**src/rtl/fb_dma_sequencer.sv**
```systemverilog
// Frame-buffer DMA sequencer: programs an Avalon-MM DMA once per vertical blank, then polls for DONE.
// Optional double buffering is built when FB_DOUBLE_BUFFER_EN is defined.
module fb_dma_sequencer #(
  parameter logic [31:0] DMA_CSR_BASE = 32'h0000_0000,
  parameter logic [31:0] FIFO_WR_ADDR = 32'h0000_1000,
  parameter logic [31:0] FRAME_BASE_A = 32'h0000_0000,
  parameter logic [31:0] FRAME_BASE_B = 32'h0020_0000,
  parameter logic [31:0] FRAME_BYTES  = 32'd1228800,
  parameter logic [31:0] CTRL_WORD    = 32'h0000_028C
) (
  input  logic        clock,
  input  logic        reset_n,
  input  logic        enable,
  input  logic        frame_start,
  input  logic        swap_req,
  output logic [31:0] avm_address,
  output logic        avm_write,
  output logic        avm_read,
  output logic [31:0] avm_writedata,
  input  logic [31:0] avm_readdata,
  input  logic        avm_waitrequest,
  input  logic        avm_readdatavalid,
  output logic        busy,
  output logic        frame_done,
  output logic        late_frame,
  output logic [31:0] active_base
);

  localparam logic [31:0] OffStatus = 32'h0000_0000;
  localparam logic [31:0] OffRaddr  = 32'h0000_0004;
  localparam logic [31:0] OffWaddr  = 32'h0000_0008;
  localparam logic [31:0] OffLen    = 32'h0000_000C;
  localparam logic [31:0] OffCtrl   = 32'h0000_0018;

  typedef enum logic [2:0] {
    StIdle,
    StClr,
    StRaddr,
    StWaddr,
    StLen,
    StCtrl,
    StPollRd,
    StPollWt
  } state_e;

  state_e      state_q, state_d;
  logic [31:0] addr_q, addr_d;
  logic [31:0] wdata_q, wdata_d;
  logic [31:0] raddr_q, raddr_d;
  logic        write_q, write_d;
  logic        read_q, read_d;
  logic        done_q, done_d;
  logic        late_q, late_d;
  logic [31:0] base_q;
  logic        accepted;

  assign accepted = (write_q | read_q) & ~avm_waitrequest;

  // Command registers are loaded with the next state's command, so outputs stay registered.
  always_comb begin
    state_d = state_q;
    addr_d  = addr_q;
    wdata_d = wdata_q;
    raddr_d = raddr_q;
    write_d = write_q;
    read_d  = read_q;
    done_d  = 1'b0;
    late_d  = late_q | (frame_start & (state_q != StIdle));
    unique case (state_q)
      StIdle: begin
        if (frame_start && enable) begin
          state_d = StClr;
          write_d = 1'b1;
          addr_d  = DMA_CSR_BASE + OffStatus;
          wdata_d = 32'h0;
          raddr_d = base_q;
        end
      end
      StClr: begin
        if (accepted) begin
          state_d = StRaddr;
          addr_d  = DMA_CSR_BASE + OffRaddr;
          wdata_d = raddr_q;
        end
      end
      StRaddr: begin
        if (accepted) begin
          state_d = StWaddr;
          addr_d  = DMA_CSR_BASE + OffWaddr;
          wdata_d = FIFO_WR_ADDR;
        end
      end
      StWaddr: begin
        if (accepted) begin
          state_d = StLen;
          addr_d  = DMA_CSR_BASE + OffLen;
          wdata_d = FRAME_BYTES;
        end
      end
      StLen: begin
        if (accepted) begin
          state_d = StCtrl;
          addr_d  = DMA_CSR_BASE + OffCtrl;
          wdata_d = CTRL_WORD;
        end
      end
      StCtrl: begin
        if (accepted) begin
          state_d = StPollRd;
          write_d = 1'b0;
          read_d  = 1'b1;
          addr_d  = DMA_CSR_BASE + OffStatus;
          wdata_d = 32'h0;
        end
      end
      StPollRd: begin
        if (accepted) begin
          state_d = StPollWt;
          read_d  = 1'b0;
        end
      end
      StPollWt: begin
        if (avm_readdatavalid) begin
          if (avm_readdata[0]) begin
            state_d = StIdle;
            done_d  = 1'b1;
          end else begin
            state_d = StPollRd;
            read_d  = 1'b1;
          end
        end
      end
      default: state_d = StIdle;
    endcase
  end

  always_ff @(posedge clock or negedge reset_n) begin
    if (!reset_n) begin
      state_q <= StIdle;
      addr_q  <= 32'h0;
      wdata_q <= 32'h0;
      raddr_q <= 32'h0;
      write_q <= 1'b0;
      read_q  <= 1'b0;
      done_q  <= 1'b0;
      late_q  <= 1'b0;
    end else begin
      state_q <= state_d;
      addr_q  <= addr_d;
      wdata_q <= wdata_d;
      raddr_q <= raddr_d;
      write_q <= write_d;
      read_q  <= read_d;
      done_q  <= done_d;
      late_q  <= late_d;
    end
  end

`ifdef FB_DOUBLE_BUFFER_EN
  logic sel_q, sel_d;
  logic pend_q, pend_d;
  logic pend_eff;

  // A request arriving in the frame_done cycle still swaps that frame.
  always_comb begin
    pend_eff = pend_q | swap_req;
    pend_d   = pend_eff;
    sel_d    = sel_q;
    if (done_q && pend_eff) begin
      sel_d  = ~sel_q;
      pend_d = 1'b0;
    end
  end

  always_ff @(posedge clock or negedge reset_n) begin
    if (!reset_n) begin
      sel_q  <= 1'b0;
      pend_q <= 1'b0;
    end else begin
      sel_q  <= sel_d;
      pend_q <= pend_d;
    end
  end

  assign base_q = sel_q ? FRAME_BASE_B : FRAME_BASE_A;
`else
  logic unused_cfg;
  assign unused_cfg = swap_req ^ (^FRAME_BASE_B);
  assign base_q     = FRAME_BASE_A;
`endif

  logic unused_rdata;
  assign unused_rdata = ^avm_readdata[31:1];

  assign avm_address   = addr_q;
  assign avm_writedata = wdata_q;
  assign avm_write     = write_q;
  assign avm_read      = read_q;
  assign busy          = (state_q != StIdle);
  assign frame_done    = done_q;
  assign late_frame    = late_q;
  assign active_base   = base_q;

endmodule

```
**config.mk**
```make
export PLATFORM = sky130hd
export DESIGN_NAME = fb_dma_sequencer
export DESIGN_NICKNAME = d
export VERILOG_FILES = /design/src/rtl/fb_dma_sequencer.sv
export SDC_FILE = /design/constraint.sdc
export NUM_CORES = 1
export LEC_CHECK = 0
export ABC_AREA = 1
export BUFFER_PORTS_ARGS = -buffer_cell sky130_fd_sc_hd__buf_4
export CAP_MARGIN = 20
export CORE_ASPECT_RATIO = 0.6
export CORE_MARGIN = 5
export CORE_UTILIZATION = 37
export DETAILED_ROUTE_END_ITERATION = 8
export HOLD_SLACK_MARGIN = 0.1
export PLACE_DENSITY = 0.79
export SLEW_MARGIN = 40
export SYNTH_ARGS = -nofsm -noshare
export SYNTH_HDL_FRONTEND = slang
export SYNTH_SLANG_ARGS = --single-unit
```
**constraint.sdc**
```tcl
create_clock -name clock -period 1.4 [get_ports clock]
set_input_delay 0.28 -clock clock [delete_from_list [all_inputs] [get_ports clock]]
set_output_delay 0.28 -clock clock [all_outputs]
set_load 0.01 [all_outputs]
```
Yosys cells after proc, flatten, opt, wreduce, memory -nomap -nowiden
Index checks and enable logic that the tools add are counted.

storage, ports and cells
  bits in latches = 0
  input bits = 39
  output and inout port bits = 101
  bits in registers = 71
  memories = 0
  memory bits (writable) = 0
  word-level logic and storage cells = 70
  memory bits (read-only) = 0

operators by class
  multiply operators = 0
  reductions and logical operators = 11
  order comparisons = 0
  eq/ne operators = 16
  multiplexer cells = 31
  divide/modulo/power cells = 0
  bitwise logic cells = 5
  $add $sub $neg = 0
  shifts and indexed selects = 0

operator list
  operator            count
  $mux 32             9
  $pmux 32 s6         1
  $pmux 32 s5         1
  $mux 3              9
  $pmux 3 s8          1
  $ne 2x2->1 const B  9
  $eq 3x3->1 const B  4
  $mux 1              8
  $reduce_and 8->1    1
  $reduce_and 7->1    1
  $eq 3x2->1 const B  2
  $reduce_bool 3->1   2
  $reduce_bool 6->1   1
  $reduce_and 5->1    1
  $eq 3x1->1 const B  1
  $logic_not 3->1     1
  $pmux 1 s3          1
  $reduce_and 3->1    1
  $and 1x1->1         2
  $or 1x1->1          2
  $pmux 1 s2          1
  $reduce_bool 2->1   1
  $reduce_or 2->1     1
  $logic_and 1x1->1   1
  $not 1->1           1

Longest topological paths before layout
Gate-level depths: netlist of run 1.

  depth after elaboration = 4
  depth in mapped cells = 10
  mapped depth without buffers = 9

Worst setup path after synthesis of run 1
Ideal clock, no wire load.

  path kind = reg2reg
  start = reg state_q[2]
  end = reg state_q[1]
  arrival = 1.045 ns
  buffers on the path = 1
  data required time = 1.284 ns
  setup slack = 0.239 ns
  setup time = 0.116 ns
  stages on the path, launching flop included = 10
  period minus slack after synthesis = 1.161 ns
  cell sequence = dfrtp_1 buf_6 nand2_2 inv_2 nand2_2 nand2_2 a21oi_4 nand2_2 nand2_1 nand2_1

between the ends
  word-level cells in the longest chain between the ends = 3
  elaborated cells between the ends (all ways) = 18
  those cells by class = 15 x eq/ne; 1 x mux; 2 x reduce/logical

RTL lines
  what                                RTL line  RTL
  start, declared                     46        state_e state_q, state_d;
  start signal, assigned              139       state_q <= StIdle;
  start signal, assigned              148       state_q <= state_d;
  $eq 3x1->1 (tied with other cells)  69        unique case (state_q)
  $ne 2x2->1 (no line)                -
  $reduce_and 8->1 (no line)          -

Parallel ways exist; a longest one is shown, timed or not.
A chain may end at the register's enable or synchronous reset.

Worst setup path after layout of run 1
  start = reg state_q[0]
  end = out busy

between the ends
  word-level cells in the longest chain between the ends = 1

RTL lines
  what               RTL line  RTL
  $reduce_bool 3->1  199       assign busy = (state_q != StIdle);
  end, declared      23        output logic busy,

Every way passes these cells.

==> metrics.md, run 1 <==
| Metric | Value |
|---|---|
| LEAKAGE | `between 0.9 and 1 nW` |
| CTS H-Tree Depth | `1` |
| Synthesized flop and latch total | `13` |
| Mapped cell area | `approximately 0.0015 sq mm` |
| Clk slew on worst S/H paths | `roughly 0.06 ns` |
| R2R Setup Slk | `about 0.020 ns` |
| Worst r2r src | `state_q[1]$_DFFE_PN0P_` |
| DR vias/cell | `between 3 and 4` |
| NumNets Final | `about 250` |
| I/O Buffers | `23` |
| Pwr per Cell Area | `approximately 2100 mW/mm^2` |
| CP Data Required Time | `between 1 and 1.5 ns` |
| Overflow after GRT | `0` |
| Worst path arrival time | `between 1 and 1.5 ns` |
| Min-Delay Endpoint | `late_frame$_DFF_PN0_` |
| Mean Syn Cell Area | `around 8 sq um` |
| CP Cell Sequence | `buf_12 -> nor2_4 -> nand2_2 -> buf_6` |
| Share of layout cells above drive strength 1 | `0.355` |
| WL/cell | `~11 um` |
| Post-DP HPWL | `2320 um` |
| CTS tree | `built` |
| Core area | `between 0.003 and 0.004 sq mm` |
| Num CTS Buffers | `3` |
| Maximum Capacitance Violations | `0` |
| First-pass GRT wire length | `4120 um` |
| Placed insts | `between 200 and 250` |
| WS Path Type | `flip-flop to output port` |
| Post-layout util | `0.423` |
| Post-route insts no fill | `approximately 260` |
| Status | `finished with violations` |
| Antenna Cells | `0` |
| Failing checks | `setup timing` |
| Largest area contributor in the netlist | `buf_4` |
| Tcrit/Tclk final | `1.00` |
| Worst hold slack | `about 0.25 ns` |
| Final Slew Violations | `0` |
| Final ANT Viol Nets | `0` |
| WL final | `around 2900 um` |
| Chip Height | `59.1 um` |
| R2R depth | `9` |
| GP Congestion | `approximately 0.8` |
| Root Buffer | `clkbuf_8` |
| Row count | `17` |
| Die W | `between 90 and 100 um` |
| Worst hold-check path type | `input pin to flip-flop` |
| DR pass1 iterations | `4` |
| Initial core utilization | `0.395` |
| Ports | `140` |
| Max Root-Sink Buffers | `2` |
| R2r endpoint | `state_q[1]$_DFFE_PN0P_` |
| Hold_sp | `frame_start` |
| Final Skew | `roughly 0.0047 ns` |
| RSZ-0062 raised after global routing | `yes` |
| Post-synth EDFFs | `0` |
| Synthesis Warnings | `0` |
| Worst setup margin | `-0.00228 ns` |
| Total Negative Setup Slacks | `-0.00228 ns` |
| CP startpoint | `state_q[0]$_DFFE_PN0P_` |
| Largest net degree at the start of global routing | `14` |
| Worst Setup Start Kind | `flip-flop` |
| Post-synth top flop | `dfrtp_1` |
| Area delta synth->final | `6.97%` |
| Final Hold Viols | `0` |
| Most common cell in the netlist | `buf_4` |
| Post-synthesis cell count | `~180` |
| Async SR Flop Fraction | `1.00` |
| Final min period | `between 1 and 1.5 ns` |
| Peak supply drop | `roughly 0.66 mV` |
| Post-synth top area share | `0.454` |
| DIE AREA | `0.00543 sq mm` |
| Fmax achieved | `between 0.7 and 0.8 GHz` |
| Vias in the first global route | `slightly below 900` |
| Critical path's largest stage delay | `roughly 0.42 ns` |
| Worst Path Max Fanout | `2` |
| Initial drt markers | `between 90 and 100` |
| Worst skew pair latency | `approximately 0.25 ns` |
| Pre-CTS setup slack | `between 0.015 and 0.02 ns` |
| Sequential area share after synthesis | `0.218` |
| Slowest CP cell | `dfrtp_1` |
| TritonCTS Sinks | `13` |
| Hold Crit Depth | `2` |
| Crit. End Element | `output port` |
| Setup violations, final | `1` |
| Area contributors post-synth | `buf_4 45%, dfrtp_1 22%, nand2_1 6.8%` |
| DR vias | `slightly below 1k` |
| Top post-synthesis cells by count | `90 x buf_4, 27 x nand2_1, 13 x dfrtp_1, 7 x nand2_2` |
| Library cells used by synthesis | `23` |
| GR Util All Layers | `0.0978` |
| Initial antenna violation count | `0` |
| DRC Markers | `0` |
==> through the flow <==
stage / power, mW / instance area, sq um
3_3_place_gp: 2.44 / 1370
6_report: 3.38 / 1590
3_5_place_dp: 2.50 / 1370
4_1_cts: 3.06 / 1490
5_1_grt: 3.64 / 1590
2_1_floorplan: 2.20 / 1800
==> worst max path at each step <==
stage                                   to  slack (ns)  cells after the start
floorplan           state_q[1]$_DFFE_PN0P_        0.24                      9
detailed placement  state_q[1]$_DFFE_PN0P_        0.02                      7
global placement    state_q[1]$_DFFE_PN0P_        0.05                      7
global route        state_q[1]$_DFFE_PN0P_       -0.05                      8
finish                                busy      -0.002                      4
CTS                                   busy       0.003                      4
==> metal layers <==
layer | share of wire | up-vias | track usage
met2 | 0.50 | 51 | 0.145
met4 | 0.020 | 0 | 0.0592
met1 | 0.38 | 446 | 0.122
met5 | 0 | - | 0
li1 | - | 460 | -
met3 | 0.10 | 5 | 0.0355
==> repair_timing <==
item	4_1_cts	5_1_grt
buffers inserted	6	2
resized for setup	3	19
hold endpoints to repair	13	0
setup endpoints to repair	1	11
pin swaps	2	9
hold buffers	1	0
==> flip-flops by register name (all words and copies together) (netlist names) <==
| name | flops |
|---|---|
| avm_address | 3 |
| avm_read | 1 |
| avm_write | 1 |
| avm_writedata | 3 |
| frame_done | 1 |
| late_frame | 1 |
| state_q | 3 |
==> critical path, delay by kind of cell (launching register included) <==
family	cells	cell delay [ns]
and+or+nand+nor	2	0.18
buffers and inverters	2	0.27
DFF	1	0.42
==> layout by cell type, fill, tap and decap left out, drive strengths merged <==
| cell | netlist | routed |
|---|---|---|
| dfrtp | 13 | 13 |
| nor2 | 10 | 10 |
| buf | 93 | 36 |
| nand2 | 36 | 36 |
| inv | 7 | 7 |
| nand4 | 5 | 5 |
| o21ai | 4 | 4 |
| dlygate4sd3 | 0 | 1 |
| conb | 1 | 84 |
| clkinv | 0 | 1 |
| a21oi | 5 | 5 |
| clkbuf | 0 | 3 |
| nand3 | 7 | 7 |
| o21bai | 1 | 1 |
| a21o | 1 | 1 |
==> layout make-up <==
| cell class | count | area [sq um] |
|---|---|---|
| fillers | 402 | 2170 |
| multi-input cells | 153 | 800 |
| repair buffers | 37 | 329 |
| flip-flops and latches | 13 | 328 |
| well taps | 47 | 58.8 |
| clock buffers | 3 | 41.3 |
| inverters | 7 | 31.3 |
| clock inverters | 1 | 5.00 |
==> report_power, final <==
group / leakage, nW / switching (mW) / internal, mW
clock network: 0.0255 / 0.147 / 0.197
logic: 0.719 / 1.27 / 1.04
registers: 0.160 / 0.195 / 0.534
==> cells by family after synthesis <==
family | after synthesis | synth area share
AO/OA/AOI/OAI | 11 | 0.0706
buffers and inverters | 100 | 0.496
flip-flops | 13 | 0.218
other | 1 | 0.00252
AND/OR/NAND/NOR | 58 | 0.213
No activity file was read; power rests on OpenSTA's default activity.
==> run 2: changes to the inputs <==
--- a/config.mk
+++ b/config.mk
@@ -8,12 +8,15 @@
 export ABC_AREA = 1
 export BUFFER_PORTS_ARGS = -buffer_cell sky130_fd_sc_hd__buf_4
 export CAP_MARGIN = 20
+export CELL_PAD_IN_SITES_DETAIL_PLACEMENT = 1
+export CELL_PAD_IN_SITES_GLOBAL_PLACEMENT = 1
 export CORE_ASPECT_RATIO = 0.6
-export CORE_MARGIN = 5
-export CORE_UTILIZATION = 37
+export CORE_MARGIN = 8
+export CORE_UTILIZATION = 24
 export DETAILED_ROUTE_END_ITERATION = 8
 export HOLD_SLACK_MARGIN = 0.1
 export PLACE_DENSITY = 0.79
+export SETUP_SLACK_MARGIN = 0.2
 export SLEW_MARGIN = 40
 export SYNTH_ARGS = -nofsm -noshare
 export SYNTH_HDL_FRONTEND = slang
==> run 2 against run 1 <==
The flow now finishes without violations. Register-to-register slack is essentially flat. Sequential share of layout area shrank 0.38 points. Non-clock buffer count grew 4. Global-route usage shrank 2.6 points.
==> metrics.md, run 2 (synthesized netlist as in run 1, its figures left out) <==
| Metric | Value |
|---|---|
| Tcrit/Tclk final | `0.983` |
| Worst Setup Start Kind | `flip-flop` |
| Post-DP HPWL | `2880 um` |
| Clock power share | `0.103` |
| Setup violations, final | `0` |
| Share of layout cells above drive strength 1 | `0.349` |
| Initial antenna violation count | `0` |
| Overflow after GRT | `0` |
| GP Congestion | `slightly above 0.8` |
| RSZ-0062 raised after global routing | `yes` |
| Initial drt markers | `34` |
| Vias in the first global route | `1,048` |
| Placed insts | `between 200 and 300` |
| Worst path arrival time | `1.10 ns` |
| Ports | `140` |
| CTS H-Tree Depth | `1` |
| GR Util All Layers | `0.0714` |
| Max Root-Sink Buffers | `2` |
| Worst hold-check path type | `input pin to flip-flop` |
| Total Negative Setup Slacks | `0 ns` |
| Maximum Capacitance Violations | `0` |
| DIE AREA | `0.00906 sq mm` |
| WL final | `about 3600 um` |
| WS Path Type | `flip-flop to output port` |
| First-pass GRT wire length | `5370 um` |
| Switching pwr | `1.59 mW` |
| Num CTS Buffers | `3` |
| Core area | `~0.0061 sq mm` |
| Final instance area | `0.00162 sq mm` |
| Antenna Cells | `0` |
| NumNets Final | `~260` |
| Die W | `~120 um` |
| Final Skew | `0.00183 ns` |
| Layout fillers | `roughly 800` |
| Row count | `22` |
| TritonCTS Sinks | `13` |
| Fmax achieved | `approximately 0.73 GHz` |
| Final Slew Violations | `0` |
| Hold_sp | `frame_start` |
| Worst Path Max Fanout | `4` |
| Post-route insts no fill | `a little over 300` |
| Initial core utilization | `0.246` |
| Worst skew pair latency | `around 0.25 ns` |
| CP startpoint | `state_q[0]$_DFFE_PN0P_` |
| Slowest CP cell | `dfrtp_1` |
| Worst setup margin | `around 0.023 ns` |
| Reg power frac | `0.217` |
| I/O Buffers | `23` |
| CTS tree | `built` |
| CP Cell Sequence | `buf_12 -> nor2_4 -> nand2_2 -> buf_6` |
| Final Hold Viols | `0` |
| CP Data Required Time | `1.12 ns` |
| Status | `complete, no violations` |
| Clk slew on worst S/H paths | `approximately 0.06 ns` |
| DR vias | `957` |
| DR pass1 iterations | `4` |
| Root Buffer | `clkbuf_8` |
| Largest net degree at the start of global routing | `14` |
| Peak supply drop | `between 0.5 and 0.6 mV` |
| Placed inst area | `between 0.001 and 0.0015 sq mm` |
| DR vias/cell | `~3.2` |
| LEAKAGE | `between 0.9 and 1 nW` |
| Switching Fraction | `0.475` |
| Commonest non-fill, non-tap cell in the layout | `conb_1` |
| Int Power | `1.76 mW` |
| WL/cell | `around 12 um` |
| Pwr per Cell Area | `2070 mW/mm^2` |
| Final min period | `1.38 ns` |
| Pre-CTS setup slack | `around 0.011 ns` |
| Chip Height | `just under 80 um` |
| Gate power share | `0.680` |
| Critical path's largest stage delay | `roughly 0.42 ns` |
| Commonest non-fill, non-tap cells in the layout | `84 x conb_1, 35 x buf_4, 21 x nand2_1, 12 x nand2_2, 11 x dfrtp_1` |
| DRC Markers | `0` |
| Worst r2r src | `state_q[1]$_DFFE_PN0P_` |
| Crit. End Element | `output port` |
| Worst hold slack | `about 0.24 ns` |
| Area delta synth->final | `8.99%` |
| Final ANT Viol Nets | `0` |
[run 2: through the flow]
step | util | total power, mW
final | 0.268 | 3.36
after global routing | 0.268 | 3.62
after CTS | 0.263 | 3.25
after detailed placement | 0.237 | 2.58
after global placement | 0.237 | 2.50
after floorplan | - | 2.20
[run 2: cell type report]
class	count	area [sq um]	area share
repair buffers	41	347	0.214
flip-flops and latches	13	328	0.202
multi-input cells	153	769	0.474
inverters	7	28.8	0.0177
well taps	84	105	0.0648
clock buffers	4	45.0	0.0278
[run 2: routing by layer]
layer	track usage	up-vias	part of all wire	routed length [um]
met1	0.0770	444	0.40	1410
met2	0.128	44	0.54	1930
met5	0	-	0	0
met4	0.0305	0	0.014	50
met3	0.0219	4	0.047	169
li1	-	465	-	-
[run 2: critical path, delay by kind of cell, from the launching register on]
kind	cells	cell delay [ns]
AND/OR/NAND/NOR	2	0.15
flip-flops	1	0.42
buffers and inverters	2	0.27
[run 2: repair_timing]
item,CTS,global route
pin swaps,9,7
endpoints found under the setup margin,11,12
hold buffers,1,0
gates resized for setup,8,8
hold endpoints to repair,13,0
setup buffers,8,2
[run 2: final timing paths]
kind | endpoint | slack (ns) | cells after the start
worst max-delay path | busy | 0.02 | 4
worst max register to register | state_q[2]$_DFFE_PN0P_ | 0.03 | 9
min in group asynchronous | state_q[0]$_DFFE_PN0P_ | 0.42 | 2
max in group asynchronous | state_q[1]$_DFFE_PN0P_ | 0.79 | 2
worst min register to register | late_frame$_DFF_PN0_ | 0.46 | 1
worst min-delay path | late_frame$_DFF_PN0_ | 0.24 | 2
[run 2: power by group through the flow]
stage               combinational [mW]  clock [mW]  sequential, mW
CTS                               2.17       0.356           0.724
detailed placement                1.83           0           0.749
global route                      2.49       0.366           0.760
global placement                  1.76           0           0.738
finish                            2.28       0.346           0.728
floorplan                         1.52           0           0.684
